**config.mk**
```make
export PLATFORM = sky130hd
export DESIGN_NAME = clk_div_multi
export DESIGN_NICKNAME = d
export VERILOG_FILES = /design/src/rtl/clk_div_pkg.sv /design/src/rtl/clk_div_chan.sv /design/src/rtl/clk_div_multi.sv
export SDC_FILE = /design/constraint.sdc
export NUM_CORES = 1
export LEC_CHECK = 0
export ABC_CLOCK_PERIOD_IN_PS = 4400
export BUFFER_PORTS_ARGS = -buffer_cell sky130_fd_sc_hd__buf_2
export CORE_MARGIN = 3
export CORE_UTILIZATION = 51
export DETAILED_ROUTE_END_ITERATION = 12
export PLACE_DENSITY = 0.8
export SLEW_MARGIN = 20
export SYNTH_ARGS = -nofsm -noshare
export SYNTH_HDL_FRONTEND = slang
export SYNTH_SLANG_ARGS = --single-unit
```
**constraint.sdc**
```tcl
create_clock -name t_clk -period 4.4 [get_ports t_clk]
set_input_delay 0 -clock t_clk [delete_from_list [all_inputs] [get_ports t_clk]]
set_output_delay 0 -clock t_clk [all_outputs]
set_load 0.02 [all_outputs]
```
**src/rtl/clk_div_pkg.sv**
```systemverilog
// Shared types and helpers for the multi-channel integer clock divider.
package clk_div_pkg;

  // Smallest ratio a channel can run at; requests of 0 or 1 are lifted to this.
  localparam int unsigned MIN_RATIO = 2;

  // Control strobes fanned out from the top to every channel.
  typedef struct packed {
    logic en;
    logic sync;
    logic load;
  } ctrl_t;

  // Lift an illegal ratio (0 or 1) to the minimum legal ratio.
  function automatic int unsigned clamp_ratio(input int unsigned r);
    return (r < MIN_RATIO) ? MIN_RATIO : r;
  endfunction

  // Number of low cycles per period; odd ratios get the extra low cycle.
  function automatic int unsigned low_len(input int unsigned r);
    return r - (r >> 1);
  endfunction

endpackage

```
**src/rtl/clk_div_chan.sv**
```systemverilog
// One divider channel: counter, active/shadow ratio, pending flag and output flops.
module clk_div_chan
  import clk_div_pkg::*;
#(
  parameter int CNT_W         = 8,
  parameter int DEFAULT_RATIO = 8
) (
  input  logic             t_clk,
  input  logic             rst,
  input  ctrl_t            ctrl,
  input  logic [CNT_W-1:0] req_ratio,
  output logic             div_clk,
  output logic             div_stb,
  output logic             ratio_ack
);

  localparam logic [CNT_W-1:0] RATIO_RST = CNT_W'(DEFAULT_RATIO);

  logic [CNT_W-1:0] cnt_reg, cnt_next;
  logic [CNT_W-1:0] ratio_reg, ratio_next;
  logic [CNT_W-1:0] shadow_reg, shadow_next;
  logic             pend_reg, pend_next;
  logic             clk_reg, clk_next;
  logic             stb_reg, stb_next;
  logic             ack_reg, ack_next;
  logic [CNT_W-1:0] req_clamped;
  logic [CNT_W-1:0] low_next;

  // Next-state for counter, ratios and output levels; sync beats load/wrap beats hold.
  always_comb begin
    req_clamped = CNT_W'(clamp_ratio(32'(req_ratio)));
    cnt_next    = cnt_reg;
    ratio_next  = ratio_reg;
    shadow_next = shadow_reg;
    pend_next   = pend_reg;
    clk_next    = clk_reg;
    stb_next    = 1'b0;
    ack_next    = 1'b0;
    low_next    = '0;

    if (ctrl.sync) begin
      cnt_next = '0;
      clk_next = 1'b0;
      if (ctrl.load) begin
        // Simultaneous load bypasses the shadow and takes effect right away.
        ratio_next  = req_clamped;
        shadow_next = req_clamped;
        pend_next   = 1'b0;
        ack_next    = 1'b1;
      end else if (pend_reg) begin
        ratio_next = shadow_reg;
        pend_next  = 1'b0;
        ack_next   = 1'b1;
      end
    end else begin
      if (ctrl.en) begin
        if (cnt_reg == ratio_reg - CNT_W'(1)) begin
          cnt_next = '0;
          if (pend_reg) begin
            ratio_next = shadow_reg;
            pend_next  = 1'b0;
            ack_next   = 1'b1;
          end
        end else begin
          cnt_next = cnt_reg + CNT_W'(1);
        end
        low_next = CNT_W'(low_len(32'(ratio_next)));
        clk_next = (cnt_next >= low_next);
        stb_next = (cnt_next == low_next);
      end
      // A load coinciding with a wrap is applied after it, so it waits for the next wrap.
      if (ctrl.load) begin
        shadow_next = req_clamped;
        pend_next   = 1'b1;
      end
    end
  end

  // State and output registers with synchronous reset to the default ratio.
  always_ff @(posedge t_clk) begin
    if (rst) begin
      cnt_reg    <= '0;
      ratio_reg  <= RATIO_RST;
      shadow_reg <= RATIO_RST;
      pend_reg   <= 1'b0;
      clk_reg    <= 1'b0;
      stb_reg    <= 1'b0;
      ack_reg    <= 1'b0;
    end else begin
      cnt_reg    <= cnt_next;
      ratio_reg  <= ratio_next;
      shadow_reg <= shadow_next;
      pend_reg   <= pend_next;
      clk_reg    <= clk_next;
      stb_reg    <= stb_next;
      ack_reg    <= ack_next;
    end
  end

  assign div_clk   = clk_reg;
  assign div_stb   = stb_reg;
  assign ratio_ack = ack_reg;

endmodule

```
**src/rtl/clk_div_multi.sv**
```systemverilog
// Multi-channel integer clock divider: NUM_CH independent counter-based channels on t_clk.
module clk_div_multi
  import clk_div_pkg::*;
#(
  parameter int NUM_CH        = 4,
  parameter int CNT_W         = 8,
  parameter int DEFAULT_RATIO = 8
) (
  input  logic                    t_clk,
  input  logic                    rst,
  input  logic                    en,
  input  logic                    sync,
  input  logic                    load,
  input  logic [NUM_CH*CNT_W-1:0] div_ratio,
  output logic [NUM_CH-1:0]       div_clk,
  output logic [NUM_CH-1:0]       div_stb,
  output logic [NUM_CH-1:0]       ratio_ack
);

  ctrl_t ctrl;

  // Bundle the common strobes for fan-out to every channel.
  always_comb begin
    ctrl      = '0;
    ctrl.en   = en;
    ctrl.sync = sync;
    ctrl.load = load;
  end

  for (genvar gi = 0; gi < NUM_CH; gi++) begin : g_chan
    clk_div_chan #(
      .CNT_W        (CNT_W),
      .DEFAULT_RATIO(DEFAULT_RATIO)
    ) u_chan (
      .t_clk    (t_clk),
      .rst      (rst),
      .ctrl     (ctrl),
      .req_ratio(div_ratio[gi*CNT_W +: CNT_W]),
      .div_clk  (div_clk[gi]),
      .div_stb  (div_stb[gi]),
      .ratio_ack(ratio_ack[gi])
    );
  end

endmodule

```
# Word-level counts from Yosys, hierarchy flattened
# Index checks and enable logic that the tools add are counted.
[op_classes]
addsub = 12
order_cmp = 8
eq_ne = 8
mux = 76
bitwise_logic = 1
n_reduce_logical = 12
[ops]
columns = ["cell", "count"]
rows = [
  ["two-way mux 8 bit", 44],
  ["equality test 8 bit", 8],
  ["adder 8 x 1 -> 8 bit, second input constant", 4],
  [">= comparator 8 bit", 4],
  ["less-than comparator 8 x 2 -> 1 bit, second input constant", 4],
  ["two-way mux 1 bit", 32],
  ["subtractor 8 x 1 -> 8 bit, second input constant", 4],
  ["subtractor 8 x 7 -> 8 bit", 4],
  ["nonzero test 2 bit", 6],
  ["AND reduction 2 bit", 4],
  ["OR reduction 3 bit", 1],
  ["OR reduction 2 bit", 1],
  ["inverter 1 bit", 1],
]
[totals]
reg_bits = 112
inputBits = 37
output_inout_bits = 12
word_cells = 145

# Depth between registers and ports, before layout
# Gate-level depths: netlist (run 1).
[logic_depth]
word_depth = 7
mapped_depth = 27
depth_no_buf = 25

# Cells and area by module
# Synthesis (run 1) repeated with hierarchy kept, for this count alone.
[hier_totals]
hier_cells = 1142
area_unflattened_um2 = 9118.7
[modules_own_cells]
columns = ["mod", "instances", "cells_per_inst", "area_per_inst_um2", "seq_area_each_um2"]
rows = [
  ["clk_div_chan at g_chan[0].u_chan ...", 2, 271, 2214.6, 560.5],
  ["clk_div_chan at g_chan[3].u_chan", 1, 299, 2364.8, 560.5],
  ["clk_div_chan at g_chan[1].u_chan", 1, 301, 2324.7, 560.5],
]

# Worst setup path after synthesis (run 1)
# OpenSTA, ideal clock, no wires.
[synth_path]
path_kind = "flip-flop to flip-flop"
start = "register g_chan[1].u_chan.ratio_reg[0]"
end = "register g_chan[1].u_chan.clk_reg"
setup_ns = 0.128
arrival_ns = 4.708
required_time_ns = 4.272
setup_slack_ns = -0.436
stages_incl_launch_ff = 25
path_buffers = 2
synth_period_minus_slack_ns = 4.836
cell_sequence = "dfxtp_1 buf_2 inv_1 ha_1 xnor2_1 a311oi_1 o21ai_0 a211oi_4 buf_2 mux2i_1 inv_1 ha_1 a21o_1 nand3_1 mux2i_1 o22ai_2 maj3_1 mux2i_1 a21oi_1 xor2_1 ha_1 a211oi_1 o21ai_0 o21ai_0 nor2_1"
[synth_between]
elab_chain_cells = 7
word_cells_on_any_way = 11
classes_between = "2 x add/sub; 1 x order compare; 1 x eq/ne; 7 x mux"
[synth_lines]
columns = ["element", "line_no", "rtl"]
rows = [
  ["from (decl)", "clk_div_chan.sv:20", "logic [CNT_W-1:0] ratio_reg, ratio_next;"],
  ["from (signal assigned)", "clk_div_chan.sv:91", "ratio_reg <= ratio_next;"],
  ["subtractor 8 x 1 -> 8 bit", "clk_div_chan.sv:57", "if (cnt_reg == ratio_reg - CNT_W'(1)) begin"],
  ["equality test 8 bit", "clk_div_chan.sv:57", ""],
  ["two-way mux 8 bit", "clk_div_chan.sv:57", ""],
  ["two-way mux 8 bit", "clk_div_chan.sv:56", "if (ctrl.en) begin"],
  ["two-way mux 8 bit", "clk_div_chan.sv:41", "if (ctrl.sync) begin"],
  ["subtractor 8 x 7 -> 8 bit", "clk_div_pkg.sv:21", "return r - (r >> 1);"],
  [">= comparator 8 bit (*)", "clk_div_chan.sv:68", "clk_next = (cnt_next >= low_next);"],
  ["to (signal assigned)", "clk_div_chan.sv:94", "clk_reg <= clk_next;"],
  ["to (decl)", "clk_div_chan.sv:23", "logic clk_reg, clk_next;"],
]
# Mark *: on every way between the ends. The rest lies on a longest branch, timed or not. The select of a mux whose other input is x is not followed.
# A chain may end at the register's enable or synchronous reset.

# Final worst setup path (run 1)
[layout_path]
start = "register g_chan[0].u_chan.ratio_reg[0]"
end = "register g_chan[0].u_chan.clk_reg"
[layout_between]
elab_chain_cells = 7
word_cells_on_any_way = 11
classes_between = "2 x add/sub; 1 x order compare; 1 x eq/ne; 7 x mux"
[layout_lines]
columns = ["element", "line_no"]
rows = [
  ["from (decl)", "clk_div_chan.sv:20"],
  ["from (signal assigned)", "clk_div_chan.sv:91"],
  ["subtractor 8 x 1 -> 8 bit", "clk_div_chan.sv:57"],
  ["equality test 8 bit", "clk_div_chan.sv:57"],
  ["two-way mux 8 bit", "clk_div_chan.sv:57"],
  ["two-way mux 8 bit", "clk_div_chan.sv:56"],
  ["two-way mux 8 bit", "clk_div_chan.sv:41"],
  ["subtractor 8 x 7 -> 8 bit", "clk_div_pkg.sv:21"],
  [">= comparator 8 bit (*)", "clk_div_chan.sv:68"],
  ["to (signal assigned)", "clk_div_chan.sv:94"],
  ["to (decl)", "clk_div_chan.sv:23"],
]
# Marked as above.

==> results_dict.tcl, run 1 <==
set metrics [dict create \
    post-route-drc-count 0 \
    fillers 1432 \
    cts_buffers 9 \
    synthTopCellsByArea "dfxtp_1, mux2i_1, ha_1" \
    ys_types 64 \
    n_antenna_cell 0 \
    min_path_type "input pin to register" \
    cts_sinks 112 \
    core_area_mm2 0.01742 \
    crit_arrival_ns 4.69 \
    yosys.cell_count.top_type "nor2_1" \
    drtIter0Drc 748 \
    vias_per_cell 5.900 \
    cp-startpoint "g_chan[0].u_chan.ratio_reg[0]" \
    rsz0062_at_grt "yes" \
    vdd_drop_max_mv 0.2989 \
    maxCapViolCount 0 \
    die_y_um 139.7 \
    grt_max_degree 69 \
    io_pins 49 \
    met1Wirelength_mm 11.02 \
    ys.flop_type "dfxtp_1" \
    synth_cells 1184 \
    die_x_um 139.7 \
    outcome "finished, violations left" \
    synth_seq_cells 112 \
    setup_violations 2 \
    cp.required_ns 4.61 \
    clock.fmax_mhz 223.5 \
    min_period_over_period 1.017 \
    num_rows 48 \
    synth_largest_area_cell "dfxtp_1" \
    synth_area_mm2 0.009116 \
    seqPwrFrac 0.388 \
    synth_top_area_frac 0.2460 \
    nets 1360 \
    met2_length_mm 12.18 \
    crit_fanout 6 \
    combPwrFrac 0.311 \
    setup_ws_ns -0.07492 \
    cp-end-kind "register" \
    place_area_mm2 0.009903 \
    vias 8809 \
    ant_nets 0 \
    root_buffer "clkbuf_16" \
    grt_pass1_wl_mm 40.19 \
    clk_pin_slew_ns 0.08 \
    hold_start "load" \
    cts_tree "done" \
    final_area_mm2 0.01088 \
    io_buffer_count 48 \
    grt_pass1_vias 8422 \
    antenna_found_initial 0 \
    slew_headroom 0.4284 \
    dieArea_mm2 0.01951 \
    place_congestion 0.8930 \
    hold_viol 0 \
    synth_edf_count 0 \
    grt_overflow 0 \
    period_minus_slack_ns 4.475 \
    reg2reg_from "g_chan[0].u_chan.ratio_reg[0]" \
    cp-start-kind "register" \
    power_switching_w 0.0009595 \
    gr-usage-all-layers 0.2431 \
    finalMaxSlewViolations 0 \
    power_frac_clock 0.301 \
    top_layer "met4" \
    swShare 0.3321 \
    htree_levels 3 \
    crit_type "register to register" \
    area_growth_pct 19.35 \
    p_leak_nw 4.680 \
    initial_utilization 0.5234 \
    postSynthNetCount 1281 \
    fin_skew_ns 0.01020 \
    violations "negative setup slack" \
    dp.final_hpwl_mm 16.90 \
    clk_latency_ns 0.37 \
    power_density_mw_per_mm2 265.5 \
    yosysWarnings 0 \
    routedWlPerCell_um 16.75 \
    tightest_slew_ns 0.8565 \
    syn_area_per_cell_um2 7.700 \
    synth_common_cells "nor2_1, dfxtp_1, mux2i_1, a21oi_1" \
    wl_met3_mm 1.174 \
    postRouteWirelength_mm 25.00 \
    synth_seq_area_share 0.2460 \
    cts_buffer_depth 2 \
    detail_route.first_pass.iterations 5 \
    ys_async_sr_fraction 0 \
    p_int_w 0.001929 \
    tns_ns -0.1324 \
    drive_gt1_frac 0.1964 \
]
[repair_timing]
item,CTS,global route
hold endpoints to repair,33,0
pin swaps,6,18
resized for setup,18,45
setup buffers,1,11
hold buffers,32,0
endpoints found under the setup margin,4,7
[power groups by stage]
stage | clock [W] | sequential (W) | combinational (W)
finish | 0.000870 | 0.00112 | 0.000899
global route | 0.000918 | 0.00113 | 0.000986
CTS | 0.000876 | 0.00112 | 0.000839
detailed placement | 0 | 0.00114 | 0.000803
global placement | 0 | 0.00114 | 0.000780
floorplan | 0 | 0.00111 | 0.000611
[critical path: stages (launching register included)]
cell,delay [ns]
dfxtp_2,0.38
inv_1,0.07
ha_1,0.23
buf_4,0.17
o21ai_0,0.18
a22oi_1,0.09
o22ai_1,0.23
nand4_1,0.24
buf_4,0.21
mux2i_1,0.26
ha_1,0.24
inv_1,0.07
a21o_1,0.20
a21oi_4,0.17
nand2_1,0.09
mux2i_2,0.21
nor2_1,0.08
xnor2_1,0.13
ha_1,0.30
a21o_1,0.18
a21o_1,0.18
a211oi_2,0.19
o21ai_1,0.10
o21ai_0,0.09
nor2_1,0.06
[logic make-up (layout without fill, tap and decap cells)]
kind of cell | Yosys count | after routing | synth area share
buf+inv | 151 | 235 | 0.06835
mux | 104 | 104 | 0.1158
compound gates | 262 | 262 | 0.1843
fa+ha+maj | 62 | 62 | 0.08784
flops | 112 | 112 | 0.2460
simple gates | 389 | 389 | 0.1963
xor+xnor | 104 | 104 | 0.1014
[final cells by class]
type | instances | area [um^2] | share of cell area
multi-input combinational | 921 | 6571 | 0.6040
inverter | 42 | 157.7 | 0.01449
clock inverter | 7 | 78.83 | 0.007245
timing repair buffer | 177 | 1308 | 0.1202
tap | 225 | 281.5 | 0.02587
clock buffer | 9 | 225.2 | 0.02070
sequential | 112 | 2258 | 0.2076
[metrics by stage]
| stage | hold slack [ns] | instances | util | total power (W) | worst slack, ns |
|---|---|---|---|---|---|
| after floorplan | 0.1418 | 1184 | - | 0.001717 | -0.09275 |
| after global placement | 0.2533 | 1433 | 0.5686 | 0.001916 | -0.1097 |
| after detailed placement | 0.2608 | 1433 | 0.5686 | 0.001941 | -0.1810 |
| after CTS | 0.2024 | 1482 | 0.6086 | 0.002831 | -0.001608 |
| after global routing | 0.2513 | 1493 | 0.6247 | 0.003030 | -0.3590 |
| final | 0.2151 | 1493 | 0.6247 | 0.002889 | -0.07492 |
[layer usage]
layer  GRT usage  up-vias
li1            -     4264
met1      0.3189     4190
met2      0.4130      298
met3     0.03024       57
met4     0.08363        0
met5           0        -
[worst paths after layout]
kind	end	slack [ns]	cells past startpoint
min reg2reg	g_chan[3].u_chan.shadow_reg[7]	0.50	2
max reg2reg	g_chan[0].u_chan.div_clk	-0.07	24
max	g_chan[0].u_chan.div_clk	-0.07	24
min	g_chan[0].u_chan.shadow_reg[2]	0.22	3
[placed cells by master (no fill, tap or decap), drive strengths merged, types with 30 or more instances in the layout]
cell type | synthesis | routed
o21ai | 56 | 56
xor2 | 49 | 49
buf | 33 | 145
dlygate4sd3 | 0 | 32
mux2i | 92 | 92
a21oi | 90 | 90
nand2b | 30 | 30
dfxtp | 112 | 112
ha | 56 | 56
xnor2 | 54 | 54
nand2 | 75 | 75
a211oi | 34 | 34
nor2 | 175 | 175
inv | 42 | 44
Power figures use the tool's default switching activity.
==> run 2, diff against run 1 <==
CTS_CLUSTER_SIZE = 20   (was unset)
PLACE_DENSITY = 0.79   (was 0.8)
==> run 2 against run 1 <==
  * Non-clock buffer count is 6 lower
  * Sequential power hardly changed
  * Highest routed layer unchanged
  * Critical endpoint is now g_chan[1].u_chan.div_clk
  * Critical path type unchanged
  * Largest power group unchanged
  * Die area stayed put
  * Clock power is 3.1% lower
  * The flow still finishes with violations (negative setup slack)
  * Fmax is 0.57% lower
  * Clock-buffer cell count is 3 higher
  * Routed wire length is 0.70% lower
  * Sequential share of layout area is 0.13 points higher
  * Total power is 1.7% lower
  * Largest cell class unchanged
  * Core utilization is 0.41 points lower
==> results_dict.tcl, run 2 (synthesized netlist as in run 1, its figures left out) <==
set metrics [dict create \
    gr-usage-all-layers 0.2400 \
    maxCapViolCount 0 \
    rsz0062_at_grt "yes" \
    vias_per_cell 5.866 \
    cts_buffers 9 \
    crit_arrival_ns 4.72 \
    slew_headroom 0.3613 \
    final_core_util 0.6206 \
    num_rows 48 \
    die_x_um 139.7 \
    cts_sinks 112 \
    ant_nets 0 \
    dp.final_hpwl_mm 16.62 \
    nets 1354 \
    crit_fanout 7 \
    cts_buffer_depth 2 \
    post-route-drc-count 0 \
    crit_type "register to register" \
    grt_max_degree 70 \
    n_antenna_cell 0 \
    area_growth_pct 18.57 \
    mostFrequentLayoutCells "nor2_1, dfxtp_1, buf_4" \
    setup_violations 1 \
    p_leak_nw 4.662 \
    final_common_cell "nor2_1" \
    cts_tree "done" \
    outcome "finished, violations left" \
    pre_cts_slack_ns -0.1982 \
    detail_route.first_pass.iterations 7 \
    min_period_over_period 1.023 \
    dieArea_mm2 0.01951 \
    antenna_found_initial 0 \
    routedWlPerCell_um 16.70 \
    grt_pass1_wl_mm 39.64 \
    grt_pass1_vias 8248 \
    final_area_mm2 0.01081 \
    fin_skew_ns 0.01037 \
    htree_levels 3 \
    min_path_type "input pin to register" \
    period_minus_slack_ns 4.501 \
    vdd_drop_max_mv 0.3429 \
    drive_gt1_frac 0.1886 \
    place_area_mm2 0.009858 \
    cp-start-kind "register" \
    clock.fmax_mhz 222.2 \
    core_area_mm2 0.01742 \
    postRouteWirelength_mm 24.83 \
    finalMaxSlewViolations 0 \
    root_buffer "clkbuf_16" \
    die_y_um 139.7 \
    drtIter0Drc 684 \
    tightest_slew_ns 0.9569 \
    setup_ws_ns -0.1006 \
    violations "negative setup slack" \
    clk_pin_slew_ns 0.08 \
    place_congestion 0.8709 \
    initial_utilization 0.5234 \
    grt_overflow 0 \
    power_density_mw_per_mm2 262.8 \
    io_pins 49 \
    cp.required_ns 4.62 \
    cp-end-kind "register" \
    hold_viol 0 \
    vias 8723 \
    clk_latency_ns 0.36 \
    io_buffer_count 48 \
]
==> run 2: worst paths after layout <==
path | from | cells past startpoint | slack (ns) | end
setup / recovery | g_chan[1].u_chan.ratio_reg[0] | 23 | -0.10 | g_chan[1].u_chan.div_clk
hold reg to reg | g_chan[0].u_chan.shadow_reg[7] | 2 | 0.50 | g_chan[0].u_chan.shadow_reg[7]
hold / removal | div_ratio[17] | 3 | 0.05 | g_chan[2].u_chan.shadow_reg[1]
setup reg to reg | g_chan[1].u_chan.ratio_reg[0] | 23 | -0.10 | g_chan[1].u_chan.div_clk
==> run 2: power by group <==
part | leakage (nW) | internal [W] | switching [W]
combinational | 3.61 | 0.000407 | 0.000471
sequential | 0.921 | 0.00106 | 0.0000617
clock | 0.133 | 0.000446 | 0.000397
==> run 2: area by class of cell <==
class	count	area (um^2)
clock inverters	4	53.80
flip-flops and latches	112	2257
inverters	42	157.7
multi-input cells	921	6551
repair buffers	171	1271
well taps	225	281.5
fillers	1427	6608
clock buffers	12	236.5
==> run 2: metrics by stage <==
stage | setup TNS (ns) | instances | hold slack, ns | power (W)
floorplan | -0.1041 | 1184 | 0.1418 | 0.001717
global placement | -0.02164 | 1427 | 0.2526 | 0.001906
detailed placement | -0.2516 | 1427 | 0.2667 | 0.001929
CTS | -0.04599 | 1477 | 0.03320 | 0.002796
global route | -0.8652 | 1487 | 0.1064 | 0.002981
finish | -0.1006 | 1487 | 0.05380 | 0.002841
==> run 2: per-layer routing <==
layer | global-route usage | share of wire | routed length, um | up-vias
met5 | 0 | 0 | 0 | -
met4 | 0.07139 | 0.025 | 632 | 0
met3 | 0.04124 | 0.050 | 1250 | 52
met2 | 0.4145 | 0.48 | 12040 | 291
met1 | 0.3068 | 0.44 | 10910 | 4121
li1 | - | - | - | 4259
==> run 2: critical path, cell delays in order (launching register included) <==
cell and delay, ns:
dfxtp_4 0.36, inv_1 0.06, ha_1 0.29, xnor2_1 0.13, a311oi_1 0.31, o21ai_2 0.14, a211oi_4 0.21, buf_12 0.16
buf_4 0.10, mux2i_1 0.35, ha_4 0.27, a21o_1 0.19, nand2b_1 0.08, mux2i_1 0.08, o22ai_2 0.26, maj3_2 0.23
mux2i_1 0.06, a21oi_1 0.15, xor2_1 0.19, ha_1 0.28, a211oi_2 0.21, o21ai_1 0.09, o21ai_1 0.08, nor2_1 0.06
==> run 2: what timing repair did <==
action                     CTS  global route
pin swaps                    9            15
hold endpoints to repair    31             0
hold buffers                31             0
buffers inserted             3            10
gates resized for setup      9            53
setup endpoints to repair    3             7
==> run 3, diff against run 2 <==
CELL_PAD_IN_SITES_DETAIL_PLACEMENT = 0   (was unset)
CELL_PAD_IN_SITES_GLOBAL_PLACEMENT = 1   (was unset)
CORE_UTILIZATION = 43   (was 51)
PLACE_DENSITY = 0.86   (was 0.79)
SYNTH_HIERARCHICAL = 1   (was unset)
==> run 3 against run 2 <==
  * The run still ends with negative setup slack left
  * Fmax increased by 1.9%
  * Final area grew 2.7%
  * Total power increased by 2.6%
  * Die area rose by 18%
  * Synthesized area barely moved
  * Sequential share of layout area decreased by 0.60 points
  * Largest power group unchanged
  * Global-route usage is 3.5 points lower
  * Sequential cell count is the same
==> results_dict.tcl, run 3 <==
set metrics [dict create \
    n_antenna_cell 0 \
    swShare 0.3104 \
    violations "negative setup slack" \
    io_pins 49 \
    grt_max_degree 64 \
    cp-start-kind "register" \
    seqPwrFrac 0.382 \
    dp.final_hpwl_mm 16.69 \
    crit_type "register to register" \
    drive_gt1_frac 0.2223 \
    min_path_type "input pin to register" \
    synth_area_mm2 0.009119 \
    htree_levels 3 \
    synth_edf_count 0 \
    antenna_found_initial 0 \
    ys_async_sr_fraction 0 \
    post-route-drc-count 0 \
    synth_cells 1142 \
    p_int_w 0.002009 \
    min_period_over_period 1.004 \
    fillers 1925 \
    dieArea_mm2 0.02299 \
    period_minus_slack_ns 4.418 \
    ys_types 72 \
    yosys.cell_count.top_type "nor2_1" \
    place_area_mm2 0.009943 \
    slew_headroom 0.4177 \
    crit_arrival_ns 4.66 \
    tightest_slew_ns 0.8621 \
    vias_per_cell 5.475 \
    ant_nets 0 \
    nets 1347 \
    setup_ws_ns -0.01794 \
    die_y_um 151.6 \
    ys.flop_type "dfxtp_1" \
    synthTopCellsByArea "dfxtp_1, ha_1, mux2i_1" \
    synth_seq_area_share 0.2459 \
    vdd_drop_max_mv 0.2044 \
    clock.fmax_mhz 226.4 \
    io_buffer_count 48 \
    cts_sinks 112 \
    finalMaxSlewViolations 0 \
    crit_fanout 5 \
    synth_top_area_frac 0.2459 \
    num_rows 52 \
    final_common_cell "nor2_1" \
    place_congestion 0.8997 \
    outcome "finished, violations left" \
    area_growth_pct 21.71 \
    power_switching_w 0.0009043 \
    synth_seq_cells 112 \
    syn_area_per_cell_um2 7.985 \
    core_area_mm2 0.02056 \
    final_area_mm2 0.01110 \
    grt_pass1_vias 7710 \
    cts_tree "done" \
    gr-usage-all-layers 0.2055 \
    vias 8349 \
    setup_violations 1 \
    synth_common_cells "nor2_1, dfxtp_1, nand2_1, a21oi_1, o21ai_0" \
    cp.required_ns 4.64 \
    p_leak_nw 4.664 \
    cts_buffers 9 \
    clk_pin_slew_ns 0.07 \
    yosysWarnings 6 \
    cp-end-kind "register" \
    hold_viol 0 \
    drtIter0Drc 450 \
    final_core_util 0.5398 \
    power_frac_clock 0.332 \
    clk_latency_ns 0.36 \
    mostFrequentLayoutCells "nor2_1, dfxtp_1, nand2_1" \
    postRouteWirelength_mm 23.93 \
    root_buffer "clkbuf_16" \
    combPwrFrac 0.287 \
    initial_utilization 0.4435 \
    grt_overflow 0 \
    cts_buffer_depth 2 \
    synth_largest_area_cell "dfxtp_1" \
    postSynthNetCount 1239 \
    die_x_um 151.6 \
    holdWs_ns 0.05165 \
    grt_pass1_wl_mm 38.63 \
    detail_route.first_pass.iterations 5 \
    routedWlPerCell_um 15.69 \
    fin_skew_ns 0.007760 \
    rsz0062_at_grt "yes" \
    maxCapViolCount 0 \
    power_density_mw_per_mm2 262.5 \
]
==> run 3: cell count changes in the layout (fill, tap and decap cells not counted), sizes merged, moves of 9 or more <==
cell	previous run	this run
nor2b	8	17
nor2	175	133
xor2	49	27
a211oi	34	18
nand3b	5	26
nand3	26	17
mux2i	92	69
nand2	75	93
o21ai	56	75
a21oi	90	81
xnor2	54	68
and3	12	25
==> run 3: power by group through the flow <==
stage | registers, W | logic [W] | clock network [W]
6_report | 0.00111 | 0.000835 | 0.000967
5_1_grt | 0.00112 | 0.000924 | 0.00103
4_1_cts | 0.00111 | 0.000761 | 0.000995
3_5_place_dp | 0.00113 | 0.000723 | 0
3_3_place_gp | 0.00113 | 0.000709 | 0
2_1_floorplan | 0.00112 | 0.000530 | 0
==> run 3: worst paths after layout <==
check                                       from                              to  slack, ns  cells past startpoint
setup reg to reg   g_chan[2].u_chan/ratio_reg[0]        g_chan[2].u_chan/div_clk      -0.02                     19
setup / recovery   g_chan[2].u_chan/ratio_reg[0]        g_chan[2].u_chan/div_clk      -0.02                     19
hold / removal                      div_ratio[9]  g_chan[1].u_chan/shadow_reg[1]       0.05                      3
hold reg to reg   g_chan[0].u_chan/shadow_reg[6]  g_chan[0].u_chan/shadow_reg[6]       0.49                      2
==> run 3: stage by stage <==
| step | std cells | worst slack [ns] | power [W] | TNS [ns] |
|---|---|---|---|---|
| global route | 1525 | -0.3081 | 0.003074 | -0.8978 |
| CTS | 1509 | -0.05654 | 0.002865 | -0.05654 |
| detailed placement | 1458 | -0.1183 | 0.001855 | -0.2355 |
| floorplan | 1142 | -0.1183 | 0.001651 | -0.1183 |
| global placement | 1458 | 0.001780 | 0.001840 | 0 |
| finish | 1525 | -0.01794 | 0.002913 | -0.01794 |
==> run 3: logic make-up after synthesis <==
| family | synth area share |
|---|---|
| AOI/OAI and AO/OA | 0.1821 |
| buffers and inverters | 0.05365 |
| xor gates and xnor gates | 0.09125 |
| muxes | 0.1098 |
| adders and majority gates | 0.08562 |
| DFF | 0.2459 |
| and+or+nand+nor | 0.2318 |
==> run 3: layout make-up <==
type,count,area [um^2],share of cell area
Multi-Input combinational cell,914,6751,0.6083
Sequential cell,112,2251,0.2028
Timing Repair Buffer,169,1256,0.1132
Tap cell,270,337.8,0.03044
Clock buffer,11,232.7,0.02097
Inverter,44,165.2,0.01488
Clock inverter,5,103.9,0.009357
==> run 3: critical path, cell delays in order, from the launching register on <==
cell,delay [ns]
dfxtp_2,0.32
or4_4,0.53
or3_4,0.39
a2111oi_4,0.42
o2111ai_4,0.29
mux2i_4,0.28
inv_2,0.11
ha_4,0.20
a21o_1,0.21
a21oi_4,0.24
nand2_2,0.11
o21ai_2,0.08
xnor2_1,0.10
ha_1,0.31
a21o_1,0.16
a21o_1,0.18
a21oi_2,0.11
nand2_1,0.07
o22ai_2,0.12
nor2_1,0.06
==> run 3: metal layers <==
metal | track usage | part of all wire
met1 | 0.2774 | 0.47
met5 | 0 | 0
met2 | 0.3450 | 0.48
met4 | 0.04807 | 0.015
met3 | 0.03331 | 0.041
==> run 3: timing repair <==
action	in CTS	in global routing
pin swaps	5	47
hold buffers	31	0
buffers inserted	4	16
cloned	0	0
setup endpoints to repair	5	8
hold endpoints to repair	32	0
resized for setup	10	75
